**src/rtl/echo_pkg.sv**
```systemverilog
// Shared widths, saturation limits, FSM encoding and Q2.16 constants for the
// echo cancellation stage.
package echo_pkg;
  localparam int DATA_W    = 16;
  localparam int LAG_W     = 20;
  localparam int COEF_W    = 18;
  localparam int FRAC_BITS = 16;
  localparam int PROD_W    = DATA_W + COEF_W;
  localparam int TERM_W    = PROD_W - FRAC_BITS;
  localparam int ACC_W     = 36;
  localparam int DIFF_W    = 37;

  localparam logic signed [LAG_W-1:0] RES_MAX = 20'sh7FFFF;
  localparam logic signed [LAG_W-1:0] RES_MIN = 20'sh80000;

  localparam logic [0:0] FILL = 1'b0;
  localparam logic [0:0] RUN  = 1'b1;

  localparam logic signed [COEF_W-1:0] ONE       = 18'sh10000;
  localparam logic signed [COEF_W-1:0] MINUS_ONE = 18'sh30000;

  typedef logic signed [COEF_W-1:0] coef_t;

  typedef struct packed {
    coef_t c0;
    coef_t c1;
    coef_t c2;
  } coef_set_t;

  // Dropping the low FRAC_BITS of the two's-complement product floors toward -inf.
  function automatic logic signed [TERM_W-1:0] scaled_term(
    input logic signed [DATA_W-1:0] x,
    input coef_t                    c
  );
    logic signed [PROD_W-1:0] p;
    p = PROD_W'(x) * PROD_W'(c);
    return p[PROD_W-1:FRAC_BITS];
  endfunction
endpackage

```
**src/rtl/echo_tap_delay.sv**
```systemverilog
// Enabled shift register exposing a LAG+3 sample window (din plus LAG+2 history)
// and the three taps x[n-LAG], x[n-LAG-1], x[n-LAG-2] relative to din = x[n].
module echo_tap_delay
  import echo_pkg::*;
#(
  parameter int W   = DATA_W,
  parameter int LAG = 4
) (
  input  logic                clk,
  input  logic                rst,
  input  logic                en,
  input  logic signed [W-1:0] din,
  output logic signed [W-1:0] tap0,
  output logic signed [W-1:0] tap1,
  output logic signed [W-1:0] tap2
);
  localparam int WIN  = LAG + 3;
  localparam int HIST = WIN - 1;

  logic signed [W-1:0] line_q [HIST];
  logic signed [W-1:0] line_d [WIN];

  assign line_d[0] = din;
  generate
    for (genvar gi = 1; gi < WIN; gi++) begin : g_shift
      assign line_d[gi] = line_q[gi-1];
    end
  endgenerate

  always_ff @(posedge clk) begin
    if (rst) begin
      line_q <= '{default: '0};
    end else if (en) begin
      for (int i = 0; i < HIST; i++) line_q[i] <= line_d[i];
    end
  end

  assign tap0 = line_d[LAG];
  assign tap1 = line_d[LAG+1];
  assign tap2 = line_d[LAG+2];
endmodule

```
**src/rtl/echo_canceller.sv**
```systemverilog
// 3-tap delayed FIR echo estimate subtracted from signal_lag, saturated to LAG_W.
// Optional macro EC_BYPASS_EN adds a per-sample bypass input.
module echo_canceller
  import echo_pkg::*;
#(
  parameter int LAG = 4
) (
  input  logic                     clk,
  input  logic                     rst,
  input  logic                     in_valid,
  input  logic signed [DATA_W-1:0] signal,
  input  logic signed [LAG_W-1:0]  signal_lag,
  input  logic                     coef_load,
  input  logic signed [COEF_W-1:0] para_0,
  input  logic signed [COEF_W-1:0] para_1,
  input  logic signed [COEF_W-1:0] para_2,
`ifdef EC_BYPASS_EN
  input  logic                     bypass,
`endif
  output logic                     out_valid,
  output logic signed [LAG_W-1:0]  echo_free,
  output logic                     sat_flag
);
  localparam int CNT_W = $clog2(LAG + 3);
  localparam logic [CNT_W-1:0] LAST_FILL = CNT_W'(LAG + 2);

  logic                     byp_in;
  logic [0:0]               state_q, state_d;
  logic [CNT_W-1:0]         cnt_q, cnt_d;
  coef_set_t                shadow_q, shadow_d, active_q, active_d, coef_use;
  logic                     pending_q, pending_d, tag_valid;
  logic signed [DATA_W-1:0] tap  [3];
  logic signed [COEF_W-1:0] coef [3];
  logic signed [TERM_W-1:0] term [3];

  logic                     s1_valid_q, s1_byp_q;
  logic signed [TERM_W-1:0] s1_term_q [3];
  logic signed [LAG_W-1:0]  s1_y_q;
  logic                     s2_valid_q, s2_byp_q;
  logic signed [ACC_W-1:0]  s2_acc_q, s2_acc_d;
  logic signed [LAG_W-1:0]  s2_y_q;
  logic signed [DIFF_W-1:0] diff;
  logic                     out_valid_q, sat_q, sat_d;
  logic signed [LAG_W-1:0]  echo_free_q, echo_free_d;

`ifdef EC_BYPASS_EN
  assign byp_in = bypass;
`else
  assign byp_in = 1'b0;
`endif

  echo_tap_delay #(.W(DATA_W), .LAG(LAG)) u_taps (
    .clk  (clk),
    .rst  (rst),
    .en   (in_valid),
    .din  (signal),
    .tap0 (tap[0]),
    .tap1 (tap[1]),
    .tap2 (tap[2])
  );

  // A pending shadow set takes effect on the sample that commits it.
  assign coef_use = pending_q ? shadow_q : active_q;
  assign coef[0]  = coef_use.c0;
  assign coef[1]  = coef_use.c1;
  assign coef[2]  = coef_use.c2;

  generate
    for (genvar gi = 0; gi < 3; gi++) begin : g_mul
      assign term[gi] = scaled_term(tap[gi], coef[gi]);
    end
  endgenerate

  always_comb begin
    state_d   = state_q;
    cnt_d     = cnt_q;
    shadow_d  = shadow_q;
    active_d  = active_q;
    pending_d = pending_q;
    tag_valid = 1'b0;
    if (in_valid) begin
      active_d  = coef_use;
      pending_d = 1'b0;
      if (state_q == RUN) begin
        tag_valid = 1'b1;
      end else if (cnt_q == LAST_FILL) begin
        tag_valid = 1'b1;
        state_d   = RUN;
      end else begin
        cnt_d = cnt_q + 1'b1;
      end
    end
    // Applied after the commit so a same-cycle load waits for the next sample.
    if (coef_load) begin
      shadow_d  = '{c0: para_0, c1: para_1, c2: para_2};
      pending_d = 1'b1;
    end
  end

  always_comb begin
    s2_acc_d    = ACC_W'(s1_term_q[0]) + ACC_W'(s1_term_q[1]) + ACC_W'(s1_term_q[2]);
    diff        = DIFF_W'(s2_y_q) - DIFF_W'(s2_acc_q);
    echo_free_d = echo_free_q;
    sat_d       = sat_q;
    if (s2_valid_q) begin
      if (s2_byp_q) begin
        echo_free_d = s2_y_q;
        sat_d       = 1'b0;
      end else if (diff > DIFF_W'(RES_MAX)) begin
        echo_free_d = RES_MAX;
        sat_d       = 1'b1;
      end else if (diff < DIFF_W'(RES_MIN)) begin
        echo_free_d = RES_MIN;
        sat_d       = 1'b1;
      end else begin
        echo_free_d = diff[LAG_W-1:0];
        sat_d       = 1'b0;
      end
    end
  end

  always_ff @(posedge clk) begin
    if (rst) begin
      state_q     <= FILL;
      cnt_q       <= '0;
      shadow_q    <= '0;
      active_q    <= '0;
      pending_q   <= 1'b0;
      s1_valid_q  <= 1'b0;
      s1_byp_q    <= 1'b0;
      s1_term_q   <= '{default: '0};
      s1_y_q      <= '0;
      s2_valid_q  <= 1'b0;
      s2_byp_q    <= 1'b0;
      s2_acc_q    <= '0;
      s2_y_q      <= '0;
      out_valid_q <= 1'b0;
      echo_free_q <= '0;
      sat_q       <= 1'b0;
    end else begin
      state_q     <= state_d;
      cnt_q       <= cnt_d;
      shadow_q    <= shadow_d;
      active_q    <= active_d;
      pending_q   <= pending_d;
      s1_valid_q  <= tag_valid;
      s1_byp_q    <= byp_in;
      s1_term_q   <= term;
      s1_y_q      <= signal_lag;
      s2_valid_q  <= s1_valid_q;
      s2_byp_q    <= s1_byp_q;
      s2_acc_q    <= s2_acc_d;
      s2_y_q      <= s1_y_q;
      out_valid_q <= s2_valid_q;
      echo_free_q <= echo_free_d;
      sat_q       <= sat_d;
    end
  end

  assign out_valid = out_valid_q;
  assign echo_free = echo_free_q;
  assign sat_flag  = sat_q;
endmodule

```
**config.mk**
```make
export PLATFORM = sky130hd
export DESIGN_NAME = echo_canceller
export DESIGN_NICKNAME = d
export VERILOG_FILES = /design/src/rtl/echo_pkg.sv /design/src/rtl/echo_tap_delay.sv /design/src/rtl/echo_canceller.sv
export SDC_FILE = /design/constraint.sdc
export NUM_CORES = 2
export LEC_CHECK = 0
export ABC_AREA = 1
export CORE_AREA = 5 5 313 315
export DETAILED_ROUTE_END_ITERATION = 8
export DIE_AREA = 0 0 318 320
export MAX_ROUTING_LAYER = met4
export PLACE_DENSITY = 0.76
export SETUP_SLACK_MARGIN = 0.3
export SLEW_MARGIN = 10
export SYNTH_ARGS = -nofsm -noshare
export SYNTH_HDL_FRONTEND = slang
export SYNTH_SLANG_ARGS = --single-unit
```
**constraint.sdc**
```tcl
create_clock -name clk -period 17 [get_ports clk]
set_clock_uncertainty 0.05 [all_clocks]
set_input_delay 3.4 -clock clk [delete_from_list [all_inputs] [get_ports clk]]
set_output_delay 3.4 -clock clk [all_outputs]
set_load 0.02 [all_outputs]
```
After elaboration in Yosys (flattened, before gate mapping) --
Index checks and enable logic that the tools add are counted.
Cells by class: add/subtract/negate cells 4, mux-type cells 9, multiply operators 3, bitwise operators 3, order comparisons 2, reduce and logical (&&, ||, !) cells 3, eq/ne operators 1
Operators with widths (number):
- 16-bit by 18-bit multiplier with 34-bit output | 3
- 54-bit 2-to-1 mux | 1
- 20-bit 2-to-1 mux | 2
- 37-bit by 20-bit > comparator with 1-bit output (second input constant) | 1
- 37-bit by 20-bit less-than comparator with 1-bit output (second input constant) | 1
- 20-bit by 20-bit subtractor with 21-bit output | 1
- 19-bit by 18-bit adder with 20-bit output | 1
- 18-bit by 18-bit adder with 19-bit output | 1
- 1-bit 2-to-1 mux | 6
- 3-bit by 1-bit adder with 3-bit output (second input constant) | 1
- 3-bit == test (second input constant) | 1
- 1-bit inverter | 3
- 3-bit AND reduction | 1
- 2-bit nonzero test | 1
- 2-bit OR reduction | 1
Storage, ports and cells: word-level logic and storage cells 51, register bits 347, output and inout bits 22, bits of input ports 94

Longest topological paths before layout --
word-level depth 4, depth in mapped cells 31, mapped depth without buffers 29

Hierarchy --
From an unflattened synthesis, not the netlist that was laid out.
Second synthesis, totals: cell total of the unflattened synthesis 6235, area total of the unflattened synthesis 48074.9 um2
Modules (own cells, without submodules):
- echo_canceller | seq. area each 5024.8 um2, area an instance 43700.7 um2, cells each 5579, times used 1
- echo_tap_delay | seq. area each 1921.8 um2, area an instance 4374.2 um2, cells each 656, times used 1

Worst setup path before layout --
OpenSTA, ideal clock, no wires.
kind register to register, start register pending_q, end register s1_term_q[35] (netlist bit), setup time 0.115 ns, setup slack 10.867 ns, data required time 16.835 ns, path buffers 2, period minus slack after synthesis 6.133 ns, cell stages (with the launch flop) 25, data arrival time 5.968 ns, path through dfxtp_1 > inv_2 > clkbuf_1 > nand2_1 > o21ai_0 > clkbuf_1 > nor2_1 > fa_1 > fa_1 > inv_1 > fa_1 > fa_1 > fa_1 > fa_1 > inv_1 > ha_1 > nand2_1 > nor2_1 > nand2_1 > nor4_1 > nand2_1 > nand2_1 > nand2_1 > a21oi_1 > nor2_1
On the way: cells in the longest elaborated chain, start to end 2
RTL lines:
- from (decl) | RTL line echo_canceller.sv:31 | logic pending_q, pending_d, tag_valid;
- from (signal assigned) | RTL line echo_canceller.sv:145 | pending_q <= pending_d;
- 54-bit 2-to-1 mux | RTL line echo_canceller.sv:63 | assign coef_use = pending_q ? shadow_q : active_q;
- 16-bit by 18-bit multiplier with 34-bit output | RTL line echo_pkg.sv:36 | p = PROD_W'(x) * PROD_W'(c);
- to (signal assigned) | RTL line echo_canceller.sv:148 | s1_term_q <= term;
- to (decl) | RTL line echo_canceller.sv:37 | logic signed [TERM_W-1:0] s1_term_q [3];
Every way passes these cells. A chain may end at the register's enable or synchronous reset.

Worst setup path in the final report --
start register pending_q, end register s1_term_q[53] (netlist bit)
The elaborated chain is that of the path after synthesis.

==> summary.md <==
| Metric | Value |
|---|---|
| Port Buffer Count | 115 |
| Final period util | 45.6% |
| Synth area leaders | fa_1 38%, dfxtp_1 15%, inv_1 11% |
| Share of layout cells above drive strength 1 | 3.50% |
| Residual DRC count | 0 |
| Vias per cell | 5.32 |
| WHS | 355 ps |
| Clk Latency, worst-skew pair | 600 ps |
| F_max | 129 MHz |
| Starting density of the core | 49.5% |
| CTS tree | built |
| Clock net sink count | 347 |
| Worst Path Arrival | 8190 ps |
| CTS Buf Count | 43 |
| Area Growth Syn to Fin | 7.98% |
| Clock Path Buffers | 3 |
| Syn_area_per_cell | 7.85 um2 |
| Hpwl dp | 109000 um |
| Synthesized area | 46800 um2 |
| Fin. max-slew vios | 0 |
| Die area | 102000 um2 |
| Total grt overflow | 0 |
| Cts repair resizes | 0 |
| CTS H-tree lvls | 2 |
| Count of final hold-check violations | 0 |
| Worst IR drop on VDD | 0.0000796 V |
| Die H | 320 um |
| RSZ-0062 raised after global routing | no |
| CP Data Required Time | 17440 ps |
| Largest fanout on the critical path | 47 |
| DRT iter0 DRCs | 2957 |
| Drt pass-1 iters | 7 |
| Result of the run | completed |
| Commonest cells in the synthesized netlist | 1373 x inv_1, 997 x nand2_1, 928 x nor2_1, 887 x fa_1, 347 x dfxtp_1 |
| Top_reg_cell synth | dfxtp_1 |
| Leak | 26.0 nW |
| Top-count cell post-synth | inv_1 |
| Ys async rst share | 0% |
| Final nets | 7242 |
| Cells after Synth | 5967 |
| Slew margin rel. | 29.2% |
| Post-layout minimum cycle time | 7740 ps |
| Post-Route WL | 135000 um |
| Max Cap Viol | 0 |
| Vias in the first global route | 40900 |
| Initial antenna violation count | 2 |
| Synthesis-stage register bit count | 347 |
| Crit end category | register |
| FP Rows | 113 |
| Hold Buf Count CTS | 0 |
| Via count | 38700 |
| Root Buffer | clkbuf_16 |
| Post-synth top area share | 37.9% |
| First-pass GRT wire length | 219000 um |
| EDFF count, synth | 0 |
| Boundary pin count | 116 |
| Worst Tran Pin Value | 1060 ps |
| Chip width | 318 um |
| Crit Path Class | reg -> reg |
| Post-route ant nets | 0 |
| Final RePlAce weighted congestion | 0.995 |
| Unique cell type count in the Yosys netlist | 48 |
| Endpoints failing setup | 0 |
| Clock slew at reported path FFs | 60 ps |
| Post-synthesis net count | 7237 |
| PD cells | 120 nW/um2 |
| Tot Pwr | 0.00609 W |
| Drt wl/cell | 18.6 um |
| Yosys warns | 0 |
| Post-CTS Setup Bufs | 0 |
| Setup TNS | 0 ps |
| Pin count of the biggest net entering global routing | 103 |
| GRT Total Usage | 27.8% |
| Crit start category | register |
| HP Class | reg -> reg |
| Register area share after synthesis | 14.8% |
| Core area | 94600 um2 |
| Dominant cell type by area after synthesis | fa_1 |
-- critical path, stage by stage (launching register included) --
cell     delay [ps]
dfxtp_2         320
inv_2           390
buf_4           650
nand2_1         120
o21ai_1         420
inv_1           450
nand2_1         180
fa_1            450
fa_1            480
fa_1            550
inv_1            60
fa_1            450
fa_1            510
inv_1            50
fa_1            510
inv_1            50
ha_1            380
nand2_1         120
nor2_1          240
inv_1            90
nor2_1          180
and3_1          180
nand2_1          80
nand2_1         200
nand2_1         120
nand3_1          90
nand2_1          50
nor2_1          170
-- metal layers --
layer  track usage, %  vias to the layer above  share of wire (%)
met5                -                        -                  0
met4             11.1                        0                4.9
met3             5.10                      389                8.6
met2             44.9                     1640                 46
met1             35.1                    19000                 40
li1                 -                    17700                  -
-- logic make-up after synthesis --
logic type / count (synthesis) / synth area share [%]
and+or+nand+nor: 2103 / 17.6
buffers and inverters: 1599 / 12.9
adders and majority gates: 1176 / 45.6
AOI/OAI and AO/OA: 702 / 8.29
DFF: 347 / 14.8
xor gates and xnor gates: 40 / 0.748
-- metrics by stage --
| stage | util (%) | instances | cell area, um2 | setup slack (ps) |
|---|---|---|---|---|
| floorplan | - | 5967 | 46800 | 10870 |
| global placement | 51.9 | 7191 | 49100 | 9290 |
| detailed placement | 51.9 | 7192 | 49100 | 9410 |
| CTS | 53.5 | 7270 | 50600 | 9380 |
| global route | 53.5 | 7272 | 50600 | 8860 |
| finish | 53.5 | 7272 | 50600 | 9260 |
-- registers in the layout, summed over array words and instances (netlist names), 16 cells and up --
signal         flops
active_q          54
echo_free         20
s1_term_q         54
s1_y_q            20
s2_acc_q          20
s2_y_q            20
shadow_q          54
u_taps.line_d     48
u_taps.tap0       16
u_taps.tap1       16
u_taps.tap2       16
-- cell type report --
cell class	instances	area [um2]
well taps	1265	1580
clock inverters	21	265
inverters	1408	5290
clock buffers	57	1230
flip-flops and latches	347	6950
diodes	2	5.00
fillers	8822	44000
repair buffers	151	1410
multi-input cells	4021	33800
-- worst paths after layout --
path	start	slack (ps)	end	cells after the start
max	pending_q	9260	s1_term_q[53]	27
min	s1_y_q[7]	350	s2_y_q[7]	2
max reg2reg	pending_q	9260	s1_term_q[53]	27
min reg2reg	s1_y_q[7]	350	s2_y_q[7]	2
-- report_power, final --
part / switching [W] / internal [W] / total (W)
combinational: 0.00265 / 0.00141 / 0.00406
clock: 0.000388 / 0.000577 / 0.000965
sequential: 0.000130 / 0.000937 / 0.00107
-- cell usage in the layout (no fill, tap or decap), drive strengths merged, types with 20 or more instances in the layout --
cell type and n:
inv 1401, nand2 1007, nor2 938, fa 887, dfxtp 347, o21ai 325, ha 289, a21oi 277
clkdlybuf4s50 112, nand3 82, clkbuf 57, buf 39, o211ai 25, o21bai 23, nand4 23, xnor2 21
clkinv 21, or2 20
Power figures use the tool's default switching activity.
